### src/rtl/fifo_pix_stream_rd.sv
// Reader side of the sync pixel FIFO: drains it into a valid/ready stream with SOF/EOL framing.
// Optional saturating underrun counter port when FIFO_PIX_RD_UNDERRUN_CNT_EN is defined.
module fifo_pix_stream_rd #(
  parameter int unsigned DATA_WIDTH = 24,
  parameter int unsigned RD_LATENCY = 1,
  parameter int unsigned H_ACTIVE   = 1920,
  parameter int unsigned V_ACTIVE   = 1080,
  parameter int unsigned CNT_W      = 12
) (
  input  logic                  clk,
  input  logic                  rst,
  input  logic                  enable,
  output logic                  fifo_rd_en,
  input  logic [DATA_WIDTH-1:0] fifo_rd_data,
  input  logic                  fifo_rd_empty,
  output logic                  m_valid,
  input  logic                  m_ready,
  output logic [DATA_WIDTH-1:0] m_data,
  output logic                  m_sof,
  output logic                  m_eol,
  output logic                  frame_done,
  output logic                  busy
`ifdef FIFO_PIX_RD_UNDERRUN_CNT_EN
  ,
  output logic [15:0]           underrun_cnt
`endif
);

  localparam int unsigned DEPTH = RD_LATENCY + 1;
  localparam int unsigned PTR_W = 2;
  localparam int unsigned ISS_W = 2 * CNT_W;

  localparam logic [ISS_W-1:0] FRAME_TOTAL = ISS_W'(H_ACTIVE * V_ACTIVE);
  localparam logic [2:0]       DEPTH_C     = 3'(DEPTH);
  localparam logic [PTR_W-1:0] PTR_LAST    = PTR_W'(DEPTH - 1);
  localparam logic [CNT_W-1:0] H_LAST      = CNT_W'(H_ACTIVE - 1);
  localparam logic [CNT_W-1:0] V_LAST      = CNT_W'(V_ACTIVE - 1);

  typedef enum logic [1:0] {StIdle, StRun, StStop} state_e;

  state_e state_q, state_d;

  logic [DATA_WIDTH-1:0] skid_q [2**PTR_W];
  logic [PTR_W-1:0]      wr_ptr_q, rd_ptr_q;
  logic [1:0]            occ_q;
  logic [RD_LATENCY-1:0] inflight_q, inflight_d;
  logic [2:0]            inflight_cnt;
  logic [CNT_W-1:0]      h_cnt_q, v_cnt_q;
  logic [ISS_W-1:0]      issue_cnt_q;
  logic                  frame_done_q;
  logic                  push, pop, h_wrap, xfer_last, space_ok;

  assign push    = inflight_q[RD_LATENCY-1];
  assign m_valid = (occ_q != 2'd0);
  assign pop     = m_valid & m_ready;

  assign h_wrap    = pop & (h_cnt_q == H_LAST);
  assign xfer_last = h_wrap & (v_cnt_q == V_LAST);

  always_comb begin
    inflight_cnt = 3'd0;
    for (int i = 0; i < int'(RD_LATENCY); i++) begin
      inflight_cnt = inflight_cnt + {2'b00, inflight_q[i]};
    end
  end

  // Reads already in flight reserve a slot; a same-cycle pop frees one.
  assign space_ok = (({1'b0, occ_q} + inflight_cnt) < (DEPTH_C + {2'b00, pop}));

  always_comb begin
    inflight_d    = inflight_q << 1;
    inflight_d[0] = fifo_rd_en;
  end

  always_ff @(posedge clk) begin
    if (push) begin
      skid_q[wr_ptr_q] <= fifo_rd_data;
    end
  end

  always_ff @(posedge clk) begin
    if (rst) begin
      inflight_q   <= '0;
      wr_ptr_q     <= '0;
      rd_ptr_q     <= '0;
      occ_q        <= 2'd0;
      h_cnt_q      <= '0;
      v_cnt_q      <= '0;
      issue_cnt_q  <= '0;
      frame_done_q <= 1'b0;
    end else begin
      inflight_q <= inflight_d;
      if (push) begin
        wr_ptr_q <= (wr_ptr_q == PTR_LAST) ? '0 : wr_ptr_q + 2'd1;
      end
      if (pop) begin
        rd_ptr_q <= (rd_ptr_q == PTR_LAST) ? '0 : rd_ptr_q + 2'd1;
      end
      case ({push, pop})
        2'b10:   occ_q <= occ_q + 2'd1;
        2'b01:   occ_q <= occ_q - 2'd1;
        default: occ_q <= occ_q;
      endcase
      if (pop) begin
        if (h_wrap) begin
          h_cnt_q <= '0;
          v_cnt_q <= xfer_last ? '0 : v_cnt_q + CNT_W'(1);
        end else begin
          h_cnt_q <= h_cnt_q + CNT_W'(1);
        end
      end
      frame_done_q <= xfer_last;
      if (frame_done_q) begin
        issue_cnt_q <= '0;
      end else if (fifo_rd_en) begin
        issue_cnt_q <= issue_cnt_q + ISS_W'(1);
      end
    end
  end

  always_ff @(posedge clk) begin
    if (rst) begin
      state_q <= StIdle;
    end else begin
      state_q <= state_d;
    end
  end

  always_comb begin
    state_d = state_q;
    case (state_q)
      StIdle: if (enable) state_d = StRun;
      // Nothing issued yet (or frame just closed): stopping needs no drain.
      StRun: begin
        if (!enable) begin
          state_d = (frame_done_q || (issue_cnt_q == '0)) ? StIdle : StStop;
        end
      end
      StStop: begin
        if (frame_done_q) begin
          state_d = StIdle;
        end else if (enable) begin
          state_d = StRun;
        end
      end
      default: state_d = StIdle;
    endcase
  end

  always_comb begin
    busy       = (state_q != StIdle);
    fifo_rd_en = busy & ~fifo_rd_empty & space_ok & (issue_cnt_q < FRAME_TOTAL);
    m_data     = m_valid ? skid_q[rd_ptr_q] : '0;
    m_sof      = m_valid & (h_cnt_q == '0) & (v_cnt_q == '0);
    m_eol      = m_valid & (h_cnt_q == H_LAST);
    frame_done = frame_done_q;
  end

`ifdef FIFO_PIX_RD_UNDERRUN_CNT_EN
  logic [15:0] underrun_q;

  always_ff @(posedge clk) begin
    if (rst) begin
      underrun_q <= 16'h0000;
    end else if (busy && ((h_cnt_q != '0) || (v_cnt_q != '0)) && m_ready && !m_valid &&
                 fifo_rd_empty && (underrun_q != 16'hFFFF)) begin
      underrun_q <= underrun_q + 16'd1;
    end
  end

  assign underrun_cnt = underrun_q;
`endif

endmodule

### config.mk
export PLATFORM = sky130hd
export DESIGN_NAME = fifo_pix_stream_rd
export DESIGN_NICKNAME = d
export VERILOG_FILES = /design/src/rtl/fifo_pix_stream_rd.sv
export SDC_FILE = /design/constraint.sdc
export NUM_CORES = 1
export LEC_CHECK = 0
export BUFFER_PORTS_ARGS = -buffer_cell sky130_fd_sc_hd__clkbuf_2
export CORE_ASPECT_RATIO = 1.1
export CORE_MARGIN = 2
export CORE_UTILIZATION = 63
export DETAILED_ROUTE_END_ITERATION = 7
export PLACE_DENSITY = 0.8
export SLEW_MARGIN = 30
export SYNTH_ARGS = -nofsm -noshare
export SYNTH_HDL_FRONTEND = slang
export SYNTH_SLANG_ARGS = --single-unit
export TNS_END_PERCENT = 100
### constraint.sdc
create_clock -name clk -period 7.4 [get_ports clk]
set_input_delay 0.37 -clock clk [delete_from_list [all_inputs] [get_ports clk]]
set_output_delay 0.37 -clock clk [all_outputs]
set_load 0.02 [all_outputs]
==> results.json <==
{
  "portBuffers": 58,
  "path_cells": "or2_2 > or2_2 > or3_1 > nor2_1 > clkbuf_2",
  "cts_tree": "done",
  "viasPerCell": 5.93,
  "critPathKind": "reg -> out",
  "clk-insertion-delay-late_ns": 0.52,
  "crit_top_cell": "or2_2",
  "ys_top_cells_by_area": "edfxtp_1, dfxtp_1, mux4_2",
  "routabilityCongestion": 0.861,
  "crit_cells": 5,
  "ir_drop_v": 0.000176,
  "ios": 59,
  "cts_sinks": 156,
  "postRouteWirelength_mm": 12.2,
  "synth_top_area_share_pct": 44.6,
  "wire_per_inst_um": 17.9,
  "drtPass1Iterations": 6,
  "ant_nets": 0,
  "maxSlewHeadroom_pct": 46.9,
  "gr-usage-all-layers_pct": 24.0,
  "status": "finished, final reports clean",
  "top_layer_used": "met4",
  "cts_buffers": 17,
  "crit_arrival_ns": 2.22,
  "antenna_found_initial": 0,
  "crit_buf_inv": 1,
  "yosys_register_bits": 156,
  "dr_wl_met3_um": 552,
  "cts_setup_buffers": 0,
  "yosysWarnings": 0,
  "max_freq_mhz": 386,
  "synth_fp_nets": 520,
  "critPathCaptureType": "output pin",
  "reg2reg_slack_ns": 4.95,
  "skew_ns": 0.00775,
  "crit_family": "simple AND/OR/NAND/NOR gates",
  "diodes": 0,
  "final_util_pct": 75.2,
  "area_delta_synth_final_pct": 15.6,
  "most-common-layout-cells": "edfxtp_1, dfxtp_1, clkbuf_2",
  "hold_path.class": "in -> reg",
  "htreeDepth": 4,
  "crit_path_max_incr_delay_ns": 0.41,
  "grt_max_degree": 25,
  "nets": 585,
  "r2r_cells": 6,
  "cts_resized": 0,
  "min_period_over_period_pct": 35.0,
  "cp_max_fo": 4,
  "core_area_um2": 9940,
  "tns_ns": 0,
  "syn_inst": 482,
  "die_area_um2": 11100,
  "grt_pass1_wl_mm": 20.0,
  "path_clk_slew_ns": 0.06,
  "syn_area_um2": 6470,
  "startpoint_type": "register",
  "rsz0062_at_grt": "no",
  "yosys.area.top_type": "edfxtp_1",
  "overflow": 0,
  "hold_buffers": 0,
  "power_density_nw_per_um2": 258,
  "worstMarginPinSlew_ns": 0.789,
  "syn_avg_cell_area_um2": 13.4,
  "drt-initial-drc-count": 189,
  "setup_viol": 0,
  "cp.required_ns": 7.03,
  "final_hold_viol_count": 0,
  "drcViolationCount": 0,
  "post-route-min-period_ns": 2.59,
  "fp.dieH_um": 110,
  "drv_slew": 0,
  "clock_path_buffers": 2,
  "leakagePower_nw": 2.58,
  "wl_met1_mm": 4.97,
  "vias": 4035,
  "place_area_um2": 6890,
  "drv_cap": 0,
  "ctsRootBufferMaster": "clkbuf_8",
  "drive_gt1_share_pct": 24.6,
  "synth_cell_types": 45,
  "seq_area_frac_synth_pct": 63.1,
  "design_area_um2": 7480,
  "num_rows": 38,
  "n_fill_cell": 630,
  "dieWidth_um": 101,
  "final_common_cell": "edfxtp_1",
  "initial_utilization_pct": 65.1,
  "post-dp-hpwl_mm": 7.86,
  "hold_depth": 2,
  "grt_pass1_vias": 4157,
  "cp_slowest_cell": "or3_1",
  "dr_wl_met2_mm": 6.43
}
## power breakdown
| group | switching [mW] | internal (mW) |
|---|---|---|
| clock network | 0.334 | 0.513 |
| registers | 0.0166 | 0.931 |
| logic | 0.0786 | 0.0575 |
| total | 0.429 | 1.50 |
## metrics by stage
stage / setup WS (ns) / hold WS [ns] / instances / power [mW]
floorplan: 4.69 / 0.421 / 482 / 1.06
global placement: 5.14 / 0.434 / 648 / 1.10
detailed placement: 5.02 / 0.438 / 648 / 1.10
CTS: 4.57 / 0.00445 / 680 / 1.95
global route: 4.69 / 0.0152 / 680 / 2.00
finish: 4.81 / 0.0307 / 680 / 1.93
## logic make-up (layout without fill, tap and decap cells)
| family | count (synthesis) | count (layout) | synth area share [%] |
|---|---|---|---|
| DFF | 156 | 156 | 63.1 |
| muxes | 25 | 25 | 8.51 |
| adders and majority gates | 9 | 9 | 1.74 |
| buffers and inverters | 33 | 111 | 2.13 |
| AOI/OAI and AO/OA | 43 | 43 | 3.95 |
| and+or+nand+nor | 187 | 187 | 16.6 |
| xor gates and xnor gates | 29 | 29 | 3.93 |
## flip-flops by register name, summed over array words and instances, names as in the netlist, named ones only
register / count
state_q: 2
rd_ptr_q: 2
frame_done: 1
v_cnt_q: 12
issue_cnt_q: 24
skid_q: 96
inflight_q: 1
wr_ptr_q: 2
h_cnt_q: 12
occ_q: 2
## worst paths after layout
path | start | endpoint
worst max register to register | h_cnt_q[0]$_SDFFE_PP0P_ | v_cnt_q[9]$_SDFFE_PP0P_
worst min register to register | rd_ptr_q[1]$_SDFFE_PP0P_ | register
worst max-delay path | h_cnt_q[7]$_SDFFE_PP0P_ | m_eol
worst min-delay path | enable | state_q[1]$_SDFFE_PP0P_
## metal layers
metal,vias to the layer above,global-route usage (%)
li1,1928,-
met1,1976,28.5
met2,112,41.7
met3,19,7.12
met4,0,8.41
met5,-,0
## area by class of cell
type	instances	area, um^2	area share, %
clock inverters	14	170	2.28
flip-flops and latches	156	4090	54.7
clock buffers	18	418	5.59
inverters	16	60.1	0.803
repair buffers	63	328	4.38
well taps	120	150	2.01
multi-input cells	293	2260	30.3
## cell usage after synthesis, drive strengths merged
| cell | instances |
|---|---|
| o211ai | 2 |
| mux2i | 1 |
| nor3b | 1 |
| and3b | 2 |
| o21bai | 1 |
| mux4 | 24 |
| nor2 | 39 |
| dfxtp | 60 |
| nand4 | 17 |
| nand2b | 2 |
| or2 | 4 |
| nor4 | 10 |
| nor3 | 10 |
| clkbuf | 10 |
| nor2b | 27 |
| xor2 | 16 |
| o21a | 1 |
| nand3 | 15 |
| o31ai | 3 |
| nand2 | 16 |
| and3 | 7 |
| inv | 16 |
| edfxtp | 96 |
| a21oi | 20 |
| xnor2 | 13 |
| nand4b | 2 |
| or4 | 4 |
| ha | 9 |
| nor4b | 2 |
| or3 | 20 |
| and4 | 4 |
| buf | 7 |
| and2 | 5 |
| o21ai | 16 |
Power figures use the tool's default switching activity.
